$ cat config.mk
export PLATFORM = sky130hd
export DESIGN_NAME = logic_gate_unit
export DESIGN_NICKNAME = d
export VERILOG_FILES = /design/src/rtl/gate_pkg.sv /design/src/rtl/gate_eval_comb.sv /design/src/rtl/logic_gate_unit.sv
export SDC_FILE = /design/constraint.sdc
export NUM_CORES = 1
export LEC_CHECK = 0
export ABC_AREA = 1
export BUFFER_PORTS_ARGS = -buffer_cell sky130_fd_sc_hd__buf_2
export CELL_PAD_IN_SITES_DETAIL_PLACEMENT = 0
export CELL_PAD_IN_SITES_GLOBAL_PLACEMENT = 2
export CORE_MARGIN = 1.5
export CORE_UTILIZATION = 29
export DETAILED_ROUTE_END_ITERATION = 7
export PLACE_DENSITY = 0.84
export SLEW_MARGIN = 5
export SYNTH_ARGS = -nofsm -noshare
export SYNTH_HDL_FRONTEND = slang
export SYNTH_SLANG_ARGS = --single-unit
$ cat constraint.sdc
create_clock -name clk -period 1.8 [get_ports clk]
set_input_delay 0.18 -clock clk [delete_from_list [all_inputs] [get_ports clk]]
set_output_delay 0.18 -clock clk [all_outputs]
set_load 0.02 [all_outputs]
$ cat src/rtl/gate_pkg.sv
// Shared types for the logic gate unit:
// op encodings, sweep states, golden table and a 1-bit gate evaluator.
package gate_pkg;

   typedef enum logic [2:0] {
      OP_AND   = 3'd0,
      OP_OR    = 3'd1,
      OP_NAND  = 3'd2,
      OP_NOR   = 3'd3,
      OP_XOR   = 3'd4,
      OP_XNOR  = 3'd5,
      OP_NOT_A = 3'd6,
      OP_NOT_B = 3'd7
   } op_e;

   typedef enum logic [1:0] {
      ST_IDLE = 2'd0,
      ST_RUN  = 2'd1,
      ST_DONE = 2'd2
   } state_e;

   localparam logic [31:0] GOLDEN_TT = 32'h539617E8;

   // Single-bit evaluator; wider operands apply it per bit.
   function automatic logic gate_eval(
      input op_e  op,
      input logic a,
      input logic b
   );
      logic r;
      case (op)
         OP_AND:   r = a & b;
         OP_OR:    r = a | b;
         OP_NAND:  r = ~(a & b);
         OP_NOR:   r = ~(a | b);
         OP_XOR:   r = a ^ b;
         OP_XNOR:  r = ~(a ^ b);
         OP_NOT_A: r = ~a;
         OP_NOT_B: r = ~b;
         default:  r = 1'b0;
      endcase
      return r;
   endfunction

endpackage

$ cat src/rtl/gate_eval_comb.sv
// Combinational WIDTH-bit gate evaluator.
// Ports: op_i select, a_i/b_i operands, y_o bitwise result.
module gate_eval_comb
   import gate_pkg::*;
#(
   parameter int WIDTH = 8
) (
   input  op_e              op_i,
   input  logic [WIDTH-1:0] a_i,
   input  logic [WIDTH-1:0] b_i,
   output logic [WIDTH-1:0] y_o
);

   always_comb begin
      y_o = '0;
      for (int k = 0; k < WIDTH; k++) begin
         y_o[k] = gate_eval(op_i, a_i[k], b_i[k]);
      end
   end

endmodule

$ cat src/rtl/logic_gate_unit.sv
// Registered bitwise gate unit with valid/ready handshake and truth-table
// sweep engine. Ports: clk/rst, in_valid/in_ready/a/b/op operand side,
// out_valid/out_ready/y result side, sweep_start/busy/done, tt_table,
// sweep_pass.
module logic_gate_unit
   import gate_pkg::*;
#(
   parameter int WIDTH = 8
) (
   input  logic             clk,
   input  logic             rst,
   input  logic             in_valid,
   output logic             in_ready,
   input  logic [WIDTH-1:0] a,
   input  logic [WIDTH-1:0] b,
   input  logic [2:0]       op,
   output logic             out_valid,
   input  logic             out_ready,
   output logic [WIDTH-1:0] y,
   input  logic             sweep_start,
   output logic             sweep_busy,
   output logic             sweep_done,
   output logic [31:0]      tt_table,
   output logic             sweep_pass
);

   state_e           state_q, state_d;
   logic [4:0]       idx_q, idx_d;
   logic [31:0]      tt_q, tt_d;
   logic             pass_q, pass_d;
   logic             vld_q, vld_d;
   logic [WIDTH-1:0] y_q, y_d;

   logic [WIDTH-1:0] dir_y;
   logic             sw_y;
   logic             xfer;

   gate_eval_comb #(.WIDTH(WIDTH)) u_dir (
      .op_i (op_e'(op)),
      .a_i  (a),
      .b_i  (b),
      .y_o  (dir_y)
   );

   // Sweep row: a-bit is idx[1], b-bit is idx[0].
   gate_eval_comb #(.WIDTH(1)) u_sweep (
      .op_i (op_e'(idx_q[4:2])),
      .a_i  (idx_q[1]),
      .b_i  (idx_q[0]),
      .y_o  (sw_y)
   );

   assign sweep_busy = (state_q != ST_IDLE);
   assign sweep_done = (state_q == ST_DONE);
   assign in_ready   = !rst && !sweep_busy &&
                       (!vld_q || out_ready);
   assign xfer       = in_valid && in_ready;

   assign out_valid  = vld_q;
   assign y          = y_q;
   assign tt_table   = tt_q;
   // Pass is visible already in the done cycle, then held.
   assign sweep_pass = pass_q ||
                       (sweep_done && tt_q == GOLDEN_TT);

   always_comb begin
      vld_d = vld_q;
      y_d   = y_q;
      if (xfer) begin
         vld_d = 1'b1;
         y_d   = dir_y;
      end else if (out_ready) begin
         vld_d = 1'b0;
      end
   end

   always_comb begin
      state_d = state_q;
      idx_d   = idx_q;
      tt_d    = tt_q;
      pass_d  = pass_q;
      case (state_q)
         ST_IDLE: begin
            if (sweep_start) begin
               tt_d    = '0;
               pass_d  = 1'b0;
               idx_d   = '0;
               state_d = ST_RUN;
            end
         end
         ST_RUN: begin
            tt_d[idx_q] = sw_y;
            idx_d       = idx_q + 5'd1;
            if (idx_q == 5'd31) begin
               state_d = ST_DONE;
            end
         end
         ST_DONE: begin
            pass_d  = (tt_q == GOLDEN_TT);
            state_d = ST_IDLE;
         end
         default: begin
            state_d = ST_IDLE;
         end
      endcase
   end

   always_ff @(posedge clk) begin
      if (rst) begin
         state_q <= ST_IDLE;
         idx_q   <= '0;
         tt_q    <= '0;
         pass_q  <= 1'b0;
         vld_q   <= 1'b0;
         y_q     <= '0;
      end else begin
         state_q <= state_d;
         idx_q   <= idx_d;
         tt_q    <= tt_d;
         pass_q  <= pass_d;
         vld_q   <= vld_d;
         y_q     <= y_d;
      end
   end

endmodule

==> metrics.md, run 1 <==
| Metric | Value |
|---|---|
| Static Leakage | 1.95 nW |
| Number of synthesized flops with an enable pin | 0 |
| Root Buffer | clkbuf_8 |
| Final WL | 8840 µm |
| CP max FO | 2 |
| Overflow after GRT | 0 |
| Power Total | 0.00232 W |
| Layout cell share with drive strength beyond 1 | 20.9% |
| Port bufs | 68 |
| Max-cap check violation count | 0 |
| Final ANT Viol Nets | 0 |
| Pwr Density | 593 mW/mm² |
| Final min period | 1.71 ns |
| Syn. warnings | 0 |
| Final Core Density | 36.1% |
| Arrival time at the worst endpoint | 1.53 ns |
| H-Tree Depth | 2 |
| Critical Path Source Type | flop |
| Synthesized area | 0.00323 mm² |
| Setup bufs post-CTS | 0 |
| Slew headroom | 72.0% |
| Top-count cell post-synth | nor2_1 |
| Worst Tran Pin Value | 0.419 ns |
| Total GRT Usage | 15.5% |
| CP Capture Type | output port |
| CTS buffer count | 5 |
| Unrepaired setup endpoints after global routing | false |
| Syn_area_per_cell | 6.30 µm² |
| Final GP Congestion | 0.848 |
| Worst-Skew Late Latency | 0.29 ns |
| Synth area leaders | dfxtp_1 30%, nor2_1 12%, inv_1 10%, nand2_1 9.8%, ha_1 8.1% |
| Leading area contributor after synthesis | dfxtp_1 |
| Final TNS setup | 0 ns |
| Die footprint | 0.0118 mm² |
| Fin crit share | 94.9% |
| Pin count of the biggest net entering global routing | 28 |
| Critical path class | reg2out |
| FMAX | 585 MHz |
| Row count | 38 |
| Final hold viol count | 0 |
| Hold WC Path Type | in2reg |
| Slew Limit Fails | 0 |
| Crit path buf inv count | 2 |
| Mapped Nets | 557 |
| Crit path cell chain | inv_1, nor2_1, nand3_1, nor3_2, nand3_1, nand2_1, buf_2 |
| Unique masters post-synth | 28 |
| Clock transition at path regs | 0.09 ns |
| Synth async-reset ratio | 0% |
| Detailed placement HPWL | 6730 µm |
| CP delay by family, top | simple AND/OR/NAND/NOR gates |
| Top post-synthesis cells by count | 102 x nor2_1, 87 x inv_1, 84 x nand2_1 |
| Fillcell total | 1,180 |
| Synthesized flop and latch total | 49 |
| Core Area | 0.0108 mm² |
| Top cell type's share of synthesized area | 30.4% |
| WHS | 0.142 ns |
| Worst-case clock skew | 0.0104 ns |
| DRC | 0 |
| Initial DRC count | 221 |
| Vias | 3,319 |
| TritonRoute pass-1 iters | 4 |
| Die width | 108 µm |
| Final setup viols | 0 |
| Fin area | 0.00391 mm² |
| Max Root-Sink Buffers | 2 |
| Nets | 632 |
| Post-CTS Hold Fix Bufs | 0 |
| Crit path top cell by count | nand3_1 |
| Routed wire per std cell | 12.1 µm |
| CP max-delay cell | dfxtp_1 |
| Area Growth Syn to Fin | 21.2% |
| Mapped Cells | 512 |
| Global-route wire length before repair | 14,400 µm |
| Initial antenna violation count | 0 |
| Via density | 4.56 |
| Top FF cell, synth | dfxtp_1 |
| Initial Util | 29.8% |
| Number of global-route vias before repair | 2,953 |
| Total clock sinks | 49 |
| Die Y | 108 µm |
| CTS tree | done |
| Seq/Total Area, Yosys | 30.4% |
| DP Area | 0.00378 mm² |
| Top Ports | 69 |
| CP max stage delay | 0.36 ns |
| Required time of the critical path | 1.62 ns |
| N_diodes | 0 |
| Outcome | complete, no violations |
| Maximum vdd drop | 276 µV |
## stage by stage
step                cells  worst slack (ns)
floorplan             512             0.229
global placement      720             0.218
detailed placement    720             0.165
CTS                   728            0.0330
global route          728           0.00156
finish                728            0.0917
## report_power, final
group          total (W)  internal, W  switching (W)
clock           0.000807     0.000453       0.000354
combinational   0.000396     0.000139       0.000257
sequential       0.00112      0.00110      0.0000136
## final timing paths
path | end | start | slack (ns) | depth (start not counted)
max reg2reg | tt_table[6] | idx_q[1] | 0.16 | 8
min | out_valid | out_ready | 0.14 | 4
min reg2reg | y[3] | y[3] | 0.47 | 2
max | sweep_pass | tt_table[10] | 0.09 | 7
## flip-flops by register name, indices dropped and copies added (netlist names)
| register | flops |
|---|---|
| state_q | 2 |
| tt_table | 32 |
| pass_q | 1 |
| y | 8 |
| out_valid | 1 |
| idx_q | 5 |
## timing repair
action | CTS | global route
endpoints found under the hold margin | 0 | 0
setup endpoints to repair | 1 | 8
gates resized for setup | 1 | 4
pin swaps | 0 | 0
## final cells by class
| class | instances | area, µm² | share of cell area, % |
|---|---|---|---|
| Clock inverter | 1 | 30.0 | 0.768 |
| Tap cell | 140 | 175 | 4.48 |
| Sequential cell | 49 | 981 | 25.1 |
| Timing Repair Buffer | 85 | 493 | 12.6 |
| Clock buffer | 7 | 86.3 | 2.21 |
| Inverter | 90 | 338 | 8.63 |
| Multi-Input combinational cell | 356 | 1810 | 46.2 |
## logic make-up (layout without fill, tap and decap cells)
group                      after synthesis  after routing  share of synthesized area (%)
adders and majority gates               21             21                           8.14
buffers and inverters                  107            183                           14.0
and+or+nand+nor                        265            265                           35.8
AOI/OAI and AO/OA                       69             69                           11.3
DFF                                     49             49                           30.4
muxes                                    1              1                          0.310
## cell usage in the layout, fill, tap and decap left out
cell type and count:
a21oi_1 22, dfxtp_1 49, o21bai_1 2, nand3_1 31
nor3_2 2, o21ai_0 39, nor3_1 12, bufinv_16 1
clkbuf_8 6, nand3_4 1, mux2i_1 1, nand2_2 4
nor2_2 16, ha_1 21, buf_2 68, o21ai_2 1
nand2_1 84, inv_2 4, nor2_1 100, buf_12 2
nand4_1 12, clkbuf_1 1, a22oi_1 1, inv_1 86
nand3b_1 1, a21oi_2 1, o211ai_1 1, buf_4 15
a31oi_1 2, nand3_2 2
## worst min-delay path, delay by kind of cell
family	cells	cell delay, ns
and+or+nand+nor	3	0.14
buffers and inverters	1	0.08
## per-layer routing
layer	routed length, µm	share of wire (%)	up-vias	GRT usage [%]
met1	4730	53	1493	23.4
met2	3750	42	68	23.4
li1	-	-	1756	-
met5	0	0	-	0
met4	32	0.36	0	1.97
met3	330	3.7	2	2.47
Note: power is estimated with default switching activity, not from simulation.
==> inputs of run 2 (changes only) <==
--- a/config.mk
+++ b/config.mk
@@ -6,7 +6,7 @@
 export NUM_CORES = 1
 export LEC_CHECK = 0
 export ABC_AREA = 1
-export BUFFER_PORTS_ARGS = -buffer_cell sky130_fd_sc_hd__buf_2
+export BUFFER_PORTS_ARGS = -buffer_cell sky130_fd_sc_hd__buf_4
 export CELL_PAD_IN_SITES_DETAIL_PLACEMENT = 0
 export CELL_PAD_IN_SITES_GLOBAL_PLACEMENT = 2
 export CORE_MARGIN = 1.5
==> run 2 against run 1 <==
Compared with the run above:
- worst hold slack got worse by 0.010 ns
- sequential power about the same
- largest cell class unchanged
- cell count decreased by 0.69%
- highest routed layer unchanged
==> metrics.md, run 2 (synthesis results as in run 1) <==
| Metric | Value |
|---|---|
| Die width | 108 µm (unchanged) |
| Final TNS setup | 0 ns (unchanged) |
| Max reg flops | 32 (unchanged) |
| Initial antenna violation count | 0 (unchanged) |
| Power Total | 0.00219 W (-5.5%) |
| Core Area | 0.0108 mm² (unchanged) |
| Clk pwr share | 30.1% (-4.7 points) |
| Pwr Density | 547 mW/mm² (-7.7%) |
| CP max FO | 3 (+1) |
| Clock transition at path regs | 0.09 ns (about the same) |
| Final setup viols | 0 (unchanged) |
| Seq. cell area | 982 µm² (+0.13%) |
| Total GRT Usage | 15.7% (+0.21 points) |
| TritonRoute pass-1 iters | 4 (unchanged) |
| CP max stage delay | 0.33 ns (-0.03 ns) |
| Worst-case clock skew | 0.00421 ns (-0.00624 ns) |
| Via density | 4.59 (+0.66%) |
| FMAX | 605 MHz (+3.3%) |
| Root Buffer | clkbuf_8 |
| Nets | 628 (-0.63%) |
| Initial DRC count | 232 (+5.0%) |
| Most frequent cells in the layout | 101 x nor2_1, 87 x inv_1, 84 x nand2_1 |
| Final Core Density | 37.0% (+0.89 points) |
| Final GP Congestion | 0.860 (+1.4%) |
| Arrival time at the worst endpoint | 1.47 ns (-0.06 ns) |
| Crit path buf inv count | 1 (-1) |
| Worst-Skew Late Latency | 0.30 ns (about the same) |
| Final min period | 1.65 ns (-0.0548 ns) |
| Layout cell share with drive strength beyond 1 | 20.1% (-0.85 points) |
| H-Tree Depth | 2 (unchanged) |
| P_sw | 0.000628 W (+0.66%) |
| Port bufs | 68 (unchanged) |
| N_diodes | 0 (unchanged) |
| Global-route wire length before repair | 14,700 µm (+2.2%) |
| Number of global-route vias before repair | 3,101 (+5.0%) |
| Die Y | 108 µm (unchanged) |
| Post-CTS Hold Fix Bufs | 0 (unchanged) |
| Setup bufs post-CTS | 0 (unchanged) |
| Slew Limit Fails | 0 (unchanged) |
| Initial Util | 29.8% (unchanged) |
| CTS buffer count | 5 (unchanged) |
| Routed wire per std cell | 12.4 µm (+2.3%) |
| Overflow after GRT | 0 (unchanged) |
| Sequential share of power | 50.9% (+2.8 points) |
| CP max-delay cell | dfxtp_1 |
| Row count | 38 (unchanged) |
| Detailed placement HPWL | 6750 µm (+0.36%) |
| CTS tree | done |
| Final hold viol count | 0 (unchanged) |
| Area Growth Syn to Fin | 24.2% |
| Area of the multi-input gates | 0.00181 mm² (-0.14%) |
| Commonest non-fill, non-tap cell in the layout | nor2_1 |
| CP delay by family, top | simple AND/OR/NAND/NOR gates |
| Max-cap check violation count | 0 (unchanged) |
| Maximum vdd drop | 258 µV (-6.5%) |
| Pin count of the biggest net entering global routing | 28 (unchanged) |
| Unrepaired setup endpoints after global routing | false |
| Final ANT Viol Nets | 0 (unchanged) |
| Total clock sinks | 49 (unchanged) |
| Crit path cell chain | nor2_1, nand4_1, nor3_1, nand3_1, nand2_1, buf_4 |
| Critical path class | reg2out |
| DRC | 0 (unchanged) |
| Slew headroom | 70.8% (-1.2 points) |
| Max Root-Sink Buffers | 2 (unchanged) |
| Top Ports | 69 (unchanged) |
| Static Leakage | 1.94 nW (-0.85%) |
| FF-to-FF setup slack | 0.18 ns (+0.02 ns) |
| Comb power frac | 18.9% (+1.8 points) |
| Fin crit share | 91.9% (-3.0 points) |
| Power Internal | 0.00156 W (-7.7%) |
| Hold WC Path Type | in2reg |
| Net Sw Frac | 28.6% (+1.7 points) |
| CP Capture Type | output port |
| Worst Tran Pin Value | 0.437 ns (+0.0183 ns) |
| Die footprint | 0.0118 mm² (unchanged) |
| Outcome | complete, no violations |
| Final WL | 8980 µm (+1.5%) |
| Fillcell total | 1,177 (-0.25%) |
| Required time of the critical path | 1.62 ns (about the same) |
| Critical Path Source Type | flop |
| Vias | 3,318 (-0.030%) |
-- run 2: per-stage QoR --
| step | setup WS, ns | cell area (µm²) | std cells | hold slack, ns |
|---|---|---|---|---|
| detailed placement | 0.174 | 3910 | 716 | 0.454 |
| CTS | 0.0562 | 4000 | 723 | 0.125 |
| global placement | 0.206 | 3910 | 716 | 0.453 |
| global route | 0.0100 | 4010 | 723 | 0.141 |
| finish | 0.146 | 4010 | 723 | 0.131 |
| floorplan | 0.229 | 3230 | 512 | 0.249 |
-- run 2: worst paths after layout --
path                startpoint           end  cells after the start
setup / recovery  tt_table[19]    sweep_pass                      6
hold / removal       out_ready     out_valid                      4
setup reg to reg      idx_q[1]  tt_table[10]                      8
hold reg to reg           y[3]          y[3]                      2
-- run 2: routing by layer --
metal  vias to the layer above  global-route usage (%)  part of all wire (%)
li1                       1743                       -                     -
met2                        92                    24.9                    43
met3                         6                    2.35                   5.7
met1                      1477                    22.4                    50
met4                         0                    3.29                  0.77
met5                         -                       0                     0
-- run 2: layout make-up --
cell class              count  area share (%)
flip-flops and latches     49            24.5
well taps                 140            4.37
multi-input cells         356            45.1
clock buffers               7            2.15
inverters                  90            8.43
repair buffers             81            15.5
-- run 2: repair_timing --
item                                    4_1_cts  5_1_grt
gates resized for setup                       1        3
pin swaps                                     0        0
endpoints found under the hold margin         0        0
endpoints found under the setup margin        1       25
-- run 2: worst reg2reg max path: stages (launching register included) --
cell	delay (ns)
dfxtp_1	0.40
ha_1	0.32
inv_1	0.09
nor2_1	0.22
inv_1	0.11
nand3_4	0.10
buf_12	0.17
nor2_1	0.06
nor2_1	0.08
-- run 2: power groups by stage --
stage	Clock, W	Sequential [W]	Combinational [W]
CTS	0.000688	0.00112	0.000419
global route	0.000736	0.00112	0.000470
floorplan	0	0.00116	0.000240
detailed placement	0	0.00114	0.000418
global placement	0	0.00114	0.000414
finish	0.000660	0.00112	0.000415
